**config.mk**
```make
export PLATFORM = sky130hd
export DESIGN_NAME = collapsering_sampler
export DESIGN_NICKNAME = d
export VERILOG_FILES = /design/src/rtl/collapsering_sampler.sv
export SDC_FILE = /design/constraint.sdc
export NUM_CORES = 1
export LEC_CHECK = 0
export ABC_AREA = 1
export BUFFER_PORTS_ARGS = -buffer_cell sky130_fd_sc_hd__buf_2
export CORE_ASPECT_RATIO = 0.75
export CORE_UTILIZATION = 45
export DETAILED_ROUTE_END_ITERATION = 10
export PLACE_DENSITY = 0.71
export SYNTH_ARGS = -nofsm -noshare
export SYNTH_HDL_FRONTEND = slang
export SYNTH_SLANG_ARGS = --single-unit
```
**constraint.sdc**
```tcl
create_clock -name wb_clk_i -period 2.2 [get_ports wb_clk_i]
set_input_delay 0.33 -clock wb_clk_i [delete_from_list [all_inputs] [get_ports wb_clk_i]]
set_output_delay 0.33 -clock wb_clk_i [all_outputs]
set_load 0.02 [all_outputs]
```
**src/rtl/collapsering_sampler.sv**
```systemverilog
// ----------------------------------------------------------------------------
// collapsering_sampler : collapsing ring oscillator sequencer and harvester
// Runs NUM_RINGS rings, times their collapse, packs edge-count LSBs into words.
// Revision: 1.0
// ----------------------------------------------------------------------------
`default_nettype none

module collapsering_sampler #(
  parameter int NUM_RINGS    = 4,
  parameter int TRIM_BITS    = 28,
  parameter int CNT_BITS     = 16,
  parameter int ARM_CYCLES   = 8,
  parameter int QUIET_CYCLES = 4,
  parameter int OUT_BITS     = 32
) (
  input  logic                 wb_clk_i,
  input  logic                 wb_rst_i,
  input  logic                 enable,
  input  logic                 continuous,
  input  logic [TRIM_BITS-1:0] trim_a,
  input  logic [TRIM_BITS-1:0] trim_b,
  input  logic [CNT_BITS-1:0]  max_cycles,
  input  logic [NUM_RINGS-1:0] ring_clk_i,
  output logic [NUM_RINGS-1:0] ring_start_o,
  output logic [TRIM_BITS-1:0] ring_trim_a_o,
  output logic [TRIM_BITS-1:0] ring_trim_b_o,
  output logic [OUT_BITS-1:0]  data_o,
  output logic                 data_valid_o,
  input  logic                 data_ready_i,
  output logic [7:0]           timeout_cnt_o,
  output logic                 busy_o
);

  localparam int ARM_W  = $clog2(ARM_CYCLES + 1);
  localparam int QW     = $clog2(QUIET_CYCLES + 1);
  localparam int FILL_W = $clog2(OUT_BITS + 1);

  localparam logic [2:0] S_IDLE    = 3'd0;
  localparam logic [2:0] S_ARM     = 3'd1;
  localparam logic [2:0] S_RUN     = 3'd2;
  localparam logic [2:0] S_HARVEST = 3'd3;
  localparam logic [2:0] S_HOLD    = 3'd4;

  logic [2:0]           state_q, state_d;
  logic                 en_q, pend_q;
  logic [ARM_W-1:0]     arm_cnt_q;
  logic [CNT_BITS-1:0]  run_cnt_q;
  logic [TRIM_BITS-1:0] trim_a_q, trim_b_q;
  logic [OUT_BITS-1:0]  acc_q, data_q;
  logic [FILL_W-1:0]    fill_q;
  logic                 valid_q;
  logic [7:0]           tout_q;
  logic [NUM_RINGS-1:0] ring_s1_q, ring_s2_q, ring_s3_q;

  logic [NUM_RINGS-1:0] w_edge, w_bits, w_done_d;
  logic [OUT_BITS-1:0]  w_acc_shift;
  logic [FILL_W-1:0]    w_fill_inc;
  logic [CNT_BITS-1:0]  w_max_eff, w_run_inc;
  logic                 w_all_done, w_run_hit, w_word_full, w_out_free;
  logic                 w_xfer, w_timeout, w_abort;
  logic [2:0]           w_after;

  assign w_edge      = ring_s2_q & ~ring_s3_q;
  assign w_all_done  = &w_done_d;
  assign w_max_eff   = (max_cycles == '0) ? '1 : max_cycles;
  assign w_run_inc   = run_cnt_q + 1'b1;
  assign w_run_hit   = (w_run_inc == w_max_eff);
  assign w_fill_inc  = fill_q + FILL_W'(NUM_RINGS);
  assign w_word_full = (w_fill_inc == FILL_W'(OUT_BITS));
  assign w_out_free  = !valid_q || data_ready_i;
  assign w_after     = (continuous && enable) ? S_ARM : S_IDLE;
  assign w_xfer      = ((state_q == S_HARVEST) && w_word_full && w_out_free) ||
                       ((state_q == S_HOLD) && w_out_free);
  assign w_timeout   = (state_q == S_RUN) && enable && !w_all_done && w_run_hit;
  assign w_abort     = ((state_q == S_ARM) || (state_q == S_RUN)) && !enable;

  if (OUT_BITS > NUM_RINGS) begin : g_acc_shift
    assign w_acc_shift = {acc_q[OUT_BITS-NUM_RINGS-1:0], w_bits};
  end else begin : g_acc_direct
    assign w_acc_shift = w_bits;
  end

  // Per-ring collapse detection: done once QUIET_CYCLES edge-free cycles elapse
  for (genvar gi = 0; gi < NUM_RINGS; gi++) begin : g_ring
    logic [CNT_BITS-1:0] edge_cnt_q;
    logic [QW-1:0]       quiet_q, quiet_d;

    always_comb begin
      quiet_d = quiet_q;
      if (w_edge[gi])
        quiet_d = '0;
      else if (quiet_q != QW'(QUIET_CYCLES))
        quiet_d = quiet_q + 1'b1;
    end

    always_ff @(posedge wb_clk_i) begin
      if (wb_rst_i || state_q == S_ARM) begin
        edge_cnt_q <= '0;
        quiet_q    <= '0;
      end else if (state_q == S_RUN) begin
        quiet_q <= quiet_d;
        if (w_edge[gi] && edge_cnt_q != '1)
          edge_cnt_q <= edge_cnt_q + 1'b1;
      end
    end

    assign w_bits[gi]   = edge_cnt_q[0];
    assign w_done_d[gi] = (quiet_d == QW'(QUIET_CYCLES));
  end

  always_ff @(posedge wb_clk_i) begin
    if (wb_rst_i) state_q <= S_IDLE;
    else          state_q <= state_d;
  end

  always_comb begin
    state_d = state_q;
    case (state_q)
      S_IDLE:    if (enable && (continuous || pend_q)) state_d = S_ARM;
      S_ARM: begin
        if (!enable)                                    state_d = S_IDLE;
        else if (arm_cnt_q == ARM_W'(ARM_CYCLES - 1))  state_d = S_RUN;
      end
      S_RUN: begin
        if (!enable)         state_d = S_IDLE;
        else if (w_all_done) state_d = S_HARVEST;
        else if (w_run_hit)  state_d = S_ARM;
      end
      S_HARVEST: state_d = (w_word_full && !w_out_free) ? S_HOLD : w_after;
      S_HOLD:    if (w_out_free) state_d = w_after;
      default:   state_d = S_IDLE;
    endcase
  end

  always_comb begin
    ring_start_o = {NUM_RINGS{state_q == S_RUN}};
    busy_o       = (state_q != S_IDLE);
  end

  always_ff @(posedge wb_clk_i) begin
    if (wb_rst_i) begin
      en_q      <= 1'b0;
      pend_q    <= 1'b0;
      arm_cnt_q <= '0;
      run_cnt_q <= '0;
      trim_a_q  <= '0;
      trim_b_q  <= '0;
      acc_q     <= '0;
      fill_q    <= '0;
      data_q    <= '0;
      valid_q   <= 1'b0;
      tout_q    <= '0;
      ring_s1_q <= '0;
      ring_s2_q <= '0;
      ring_s3_q <= '0;
    end else begin
      ring_s1_q <= ring_clk_i;
      ring_s2_q <= ring_s1_q;
      ring_s3_q <= ring_s2_q;
      en_q      <= enable;
      // A fresh enable edge outranks a word completing in the same cycle
      if (enable && !en_q) pend_q <= 1'b1;
      else if (w_xfer)     pend_q <= 1'b0;

      if (state_q != S_ARM && state_d == S_ARM) begin
        trim_a_q <= trim_a;
        trim_b_q <= trim_b;
      end

      arm_cnt_q <= (state_q == S_ARM) ? arm_cnt_q + 1'b1 : '0;
      if (state_q == S_ARM)      run_cnt_q <= '0;
      else if (state_q == S_RUN) run_cnt_q <= w_run_inc;

      if (w_abort) begin
        acc_q  <= '0;
        fill_q <= '0;
      end else if (state_q == S_HARVEST) begin
        acc_q  <= w_acc_shift;
        fill_q <= w_xfer ? '0 : w_fill_inc;
      end else if (w_xfer) begin
        fill_q <= '0;
      end

      if (w_xfer) begin
        data_q  <= (state_q == S_HOLD) ? acc_q : w_acc_shift;
        valid_q <= 1'b1;
      end else if (valid_q && data_ready_i) begin
        valid_q <= 1'b0;
      end

      if (w_timeout && tout_q != 8'hFF) tout_q <= tout_q + 1'b1;
    end
  end

  assign ring_trim_a_o = trim_a_q;
  assign ring_trim_b_o = trim_b_q;
  assign data_o        = data_q;
  assign data_valid_o  = valid_q;
  assign timeout_cnt_o = tout_q;

endmodule

`default_nettype wire

```
=== After elaboration in Yosys (flattened, before gate mapping) ===
Index checks and enable logic that the tools add are counted.

* Bits in registers: 248

* Reductions and logical operators: 42
* Bitwise logic cells: 3
* Mux-type cells: 27
* Equality and inequality tests: 22
* Add/sub/neg operators: 12

{| class="wikitable"
|+ Operators by type and width
! operator !! count
|-
| $add A16 B1 Y16 const B || 5
|-
| $ne A16 B16 Y1 const B || 4
|-
| $mux W3 || 16
|-
| $mux W32 || 1
|-
| $logic_and A1 B1 Y1 || 18
|-
| $mux W6 || 3
|-
| $eq A16 B16 Y1 || 1
|-
| $logic_not A16 Y1 || 1
|-
| $mux W16 || 1
|-
| $eq A3 B3 Y1 const B || 5
|-
| $pmux W3 S5 || 1
|-
| $add A3 B1 Y3 const B || 4
|-
| $ne A3 B3 Y1 const B || 4
|-
| $add A8 B1 Y8 const B || 1
|-
| $ne A8 B8 Y1 const B || 1
|-
| $reduce_and A2 Y1 || 4
|-
| $add A6 B3 Y6 const B || 1
|-
| $eq A3 B1 Y1 const B || 2
|-
| $eq A3 B2 Y1 const B || 2
|-
| $eq A6 B6 Y1 const B || 1
|-
| $reduce_bool A2 Y1 || 3
|-
| $reduce_or A2 Y1 || 3
|-
| $logic_not A1 Y1 || 5
|-
| $logic_or A1 B1 Y1 || 5
|-
| other kinds (10) || 14
|}

=== Logic depth before layout (Yosys ltp) ===
* Depth in word-level cells: 10
* Depth in mapped cells: 22
* Depth with buffers taken out: 20

=== Worst setup path after synthesis ===
Ideal clock, no wire load.

* Kind: reg2reg
* Start point: register run_cnt_q[0]
* End point: register trim_a_q[18] (netlist: ring_trim_a_o[18])
* Library setup time: 113 ps
* Buffers on the path: 2
* Clock period less this slack: 2326 ps
* Stages on the path, launching flop included: 21
* Arrival: 2213 ps
* Data required time: 2087 ps
* Path slack: -126 ps
* Path through: dfxtp_1 -> ha_1 -> nand3_1 -> nor2_1 -> nand3_1 -> nand2_1 -> nand2_1 -> nand2_1 -> nand2_1 -> nor2_1 -> nand2_1 -> nor2_1 -> nand2_1 -> nand2_1 -> nand2_1 -> a21oi_2 -> buf_4 -> buf_6 -> nand3_1 -> nand2_1 -> nor2_1

* Cells in the longest elaborated chain, start to end: 8

{| class="wikitable"
|+ Ends and longest elaborated chain
! item !! RTL line !! RTL
|-
| from (decl) || 47 || <nowiki>logic [CNT_BITS-1:0] run_cnt_q;</nowiki>
|-
| from (signal assigned) || 172 || <nowiki>else if (state_q == S_RUN) run_cnt_q <= w_run_inc;</nowiki>
|-
| $add A16 B1 Y16 || 66 || <nowiki>assign w_run_inc = run_cnt_q + 1'b1;</nowiki>
|-
| $eq A16 B16 Y1 || 67 || <nowiki>assign w_run_hit = (w_run_inc == w_max_eff);</nowiki>
|-
| $mux W3 || 127 || <nowiki>else if (w_run_hit) state_d = S_ARM;</nowiki>
|-
| $mux W3 || 126 || <nowiki>else if (w_all_done) state_d = S_HARVEST;</nowiki>
|-
| $mux W3 || 125 || <nowiki>if (!enable) state_d = S_IDLE;</nowiki>
|-
| $pmux W3 S5 || 118 || <nowiki>case (state_q)</nowiki>
|-
| $eq A3 B1 Y1 || 165 || <nowiki>if (state_q != S_ARM && state_d == S_ARM) begin</nowiki>
|-
| $logic_and A1 B1 Y1 || 165 ||
|-
| to (signal assigned) || 166 || <nowiki>trim_a_q <= trim_a;</nowiki>
|-
| to (decl) || 48 || <nowiki>logic [TRIM_BITS-1:0] trim_a_q, trim_b_q;</nowiki>
|}

No other way between the ends.
A chain may end at the register's enable or synchronous reset.

=== Final worst setup path ===
* Start point: register run_cnt_q[1]
* End point: register trim_a_q[4] (netlist: ring_trim_a_o[4])

The elaborated chain is that of the path after synthesis.

==> results.md <==
- DRT antenna net count: 0
- Failing checks: setup timing
- # setup viols final: between 60 and 70
- Placer Congestion: between 0.8 and 0.9
- Initial Util: 0.460
- Crit path DAT: between 3 and 4 ns
- Drt initial violations: 764
- CTS tree: built
- Routed wire per std cell: around 14 um
- Max Slew Vio Count: 0
- CP Class: flop to flop
- Placement Rows: 50
- Pin count of the biggest net entering global routing: 65
- Cell family with most CP delay: simple AND/OR/NAND/NOR gates
- Worst hold path class: primary input to flop
- Status: finished, violations left
- TritonCTS Sinks: between 200 and 250
- Vias/cell: a little over 5
- Place WS: -0.467 ns
- Sequential element share of the synthesized area: 0.428
- Post-Syn Area: about 12000 sq um
- Synth top area share: 0.428
- Final Core Density: 0.603
- # IOs: 183
- Fraction of layout cells with a size suffix above 1: 0.228
- Post-synthesis net count: 1773
- Hold Fails Final Rpt: 0
- All-Layer GR Usage: 0.223
- Final wirelength: roughly 32000 um
- P&R area growth vs syn: 31.3%
- Minimum clock period: 2.61 ns
- Critical Path Sink Type: flop
- Critical-path cell list: ha_4 -> nand2_4 -> nor2_4 -> buf_6 -> nand3_1 -> nand2_1 -> nand2_1 -> nand2_1 -> nand2_1 -> nor2_1 -> nand2_1 -> nor2_2 -> nand2_1 -> nand2_1 -> nand2_2 -> a21oi_4 -> buf_12 -> buf_12 -> nand3_2 -> nand2_1 -> nor2_1
- Critical path's most frequent cell: nand2_1
- RSZ-0062 raised after global routing: yes
- MaxCap Viol Count: 0
- Critical path buffers and inverters: 3
- Total number of vias: between 10000 and 15000
- Top cells by count, synth: 386 x nand2_1, 246 x dfxtp_1, 236 x nor2_1, 217 x inv_1, 145 x nand3_1
- Worst-margin pin slew: about 0.64 ns
- Leak Pwr: 0.00680 uW
- Core box area: 25000 sq um
- Final worst clock skew: roughly 0.022 ns
- Final hold slack: between 0.02 and 0.025 ns
- CTS root buf: clkbuf_16
- Die Wd: ~190 um
- Final Worst Setup Slack: -0.406 ns
- H-tree depth: 1
- Maximum clock path buffer count: 3
- Req. time, crit path: between 2 and 3 ns
- Max VDD drop: 547 uV
- Die Y: approximately 140 um
- Quantity of I/O buffers inserted on ports: around 180
- Final cycle utilization of the critical path: 1.18
- Synth area leaders: dfxtp_1 43%, nand2_1 13%, nor2_1 7.7%, inv_1 7.1%, nand3_1 6.3%
- Main synth FF type: dfxtp_1
- Yosys cell types: between 40 and 50
- Cts bufs inserted: 26
- Yosys warns: 0
- Hpwl dp: approximately 20000 um
- CTS clk-pin slew, worst paths: 0.06 ns
- Max FO, Critical Path: 10
- First-pass GRT wire length: 49600 um
- Most common cell in the netlist: nand2_1
- Crit start category: flop
- DRC viols: 0
- Flop2flop setup slack: -0.41 ns
- CP max-delay cell: dfxtp_2
- Max incr delay on CP: 0.35 ns
- Avg Inst Size Synth: approximately 6.9 sq um
- Synth Register Bits: 246
- First-pass DRT Iterations: 5
- Ys async rst share: 0
- Final Power: 9870 uW
- Clk_lat worst skew: 0.55 ns
- Grt total ovfl: 0
- Number of synthesized flops with an enable pin: 0
- Fmax: roughly 0.38 GHz
- Max-slew headroom: 0.573
- Initial antenna violation count: 2
- Vias in the first global route: between 10000 and 15000
- Final net count: 2061
- Die ar.: around 26000 sq um
- Mapped Cells: between 1500 and 2000
- Yosys top cell by area: dfxtp_1
- Power density over the cells: 654 nW/um^2
[per-stage QoR]
step | cells | area [sq um] | TNS [ns]
after floorplan | 1675 | 11500 | 0
after global placement | 2245 | 13600 | -22.92
after detailed placement | 2245 | 13600 | -26.02
after CTS | 2305 | 14700 | -14.97
after global routing | 2320 | 15100 | -30.83
final | 2321 | 15100 | -18.27
[sequential cells by signal, indices dropped and copies added (netlist names), 8 cells and up]
signal and cells:
ring_trim_b_o 28, ring_trim_a_o 28, g_ring.edge_cnt_q 64, run_cnt_q 16
data_o 32, timeout_cnt_o 8, g_ring.quiet_q 12, acc_q 32
[power by group]
group | total [uW] | switching [uW] | internal [uW]
clock network | 4260 | 1820 | 2440
registers | 4620 | 54.8 | 4570
logic | 991 | 598 | 393
[final timing paths]
check | startpoint | endpoint | cells past startpoint
worst min register to register | ring_s1_q[0] | ring_s2_q[0] | 2
worst min-delay path | ring_clk_i[2] | ring_s1_q[2] | 3
worst max-delay path | run_cnt_q[1] | ring_trim_a_o[4] | 21
worst max register to register | run_cnt_q[1] | ring_trim_a_o[4] | 21
[per-layer routing]
| metal | GRT usage | part of all wire | routed length, um | vias to the layer above |
|---|---|---|---|---|
| met4 | 0.0574 | 0.022 | 704 | 0 |
| met1 | 0.309 | 0.47 | 14700 | 5390 |
| met3 | 0.0353 | 0.069 | 2170 | 47 |
| li1 | - | - | - | 5961 |
| met2 | 0.360 | 0.44 | 14000 | 375 |
| met5 | 0 | 0 | 0 | - |
[layout by cell type, fill, tap and decap left out, drive strengths merged, types with 8 or more instances in the layout]
| cell type | n |
|---|---|
| a21oi | 82 |
| a31oi | 36 |
| buf | 323 |
| clkbuf | 45 |
| clkinv | 9 |
| dfxtp | 246 |
| ha | 17 |
| inv | 220 |
| nand2 | 388 |
| nand3 | 145 |
| nand4 | 28 |
| nor2 | 241 |
| nor3 | 24 |
| nor3b | 9 |
| nor4 | 10 |
| o21ai | 82 |
| o22ai | 19 |
| or2 | 8 |
| xor2 | 16 |
[cell type report]
cell class / instances / area (sq um)
diodes: 2 / 5.00
clock buffers: 37 / 733
clock inverters: 9 / 83.8
fillers: 2299 / 9920
inverters: 223 / 842
multi-input cells: 1133 / 5650
flip-flops and latches: 246 / 4930
well taps: 338 / 423
repair buffers: 333 / 2430
[cells by family (layout without fill, tap and decap cells)]
family,count (synthesis),count (layout),share of synthesized area
adder cells (fa/ha/maj),17,17,0.0185
buffers and inverters,296,602,0.106
flip-flops,246,246,0.428
AND/OR/NAND/NOR,858,858,0.318
multiplexers,1,1,0.000870
XOR/XNOR,20,20,0.0152
other,0,2,0
AO/OA/AOI/OAI,237,237,0.114
[worst min-delay path, cell delays in order]
cell and delay [ns]:
buf_2 0.10, inv_1 0.04, nor2_1 0.04
[timing repair]
action | CTS | global route
gates cloned | 4 | 8
pin swaps | 8 | 11
gates resized for setup | 33 | 37
setup buffers | 8 | 6
hold endpoints to repair | 2 | 0
hold buffers | 2 | 0
endpoints found under the setup margin | 76 | 95
No activity file was read; power rests on OpenSTA's default activity.
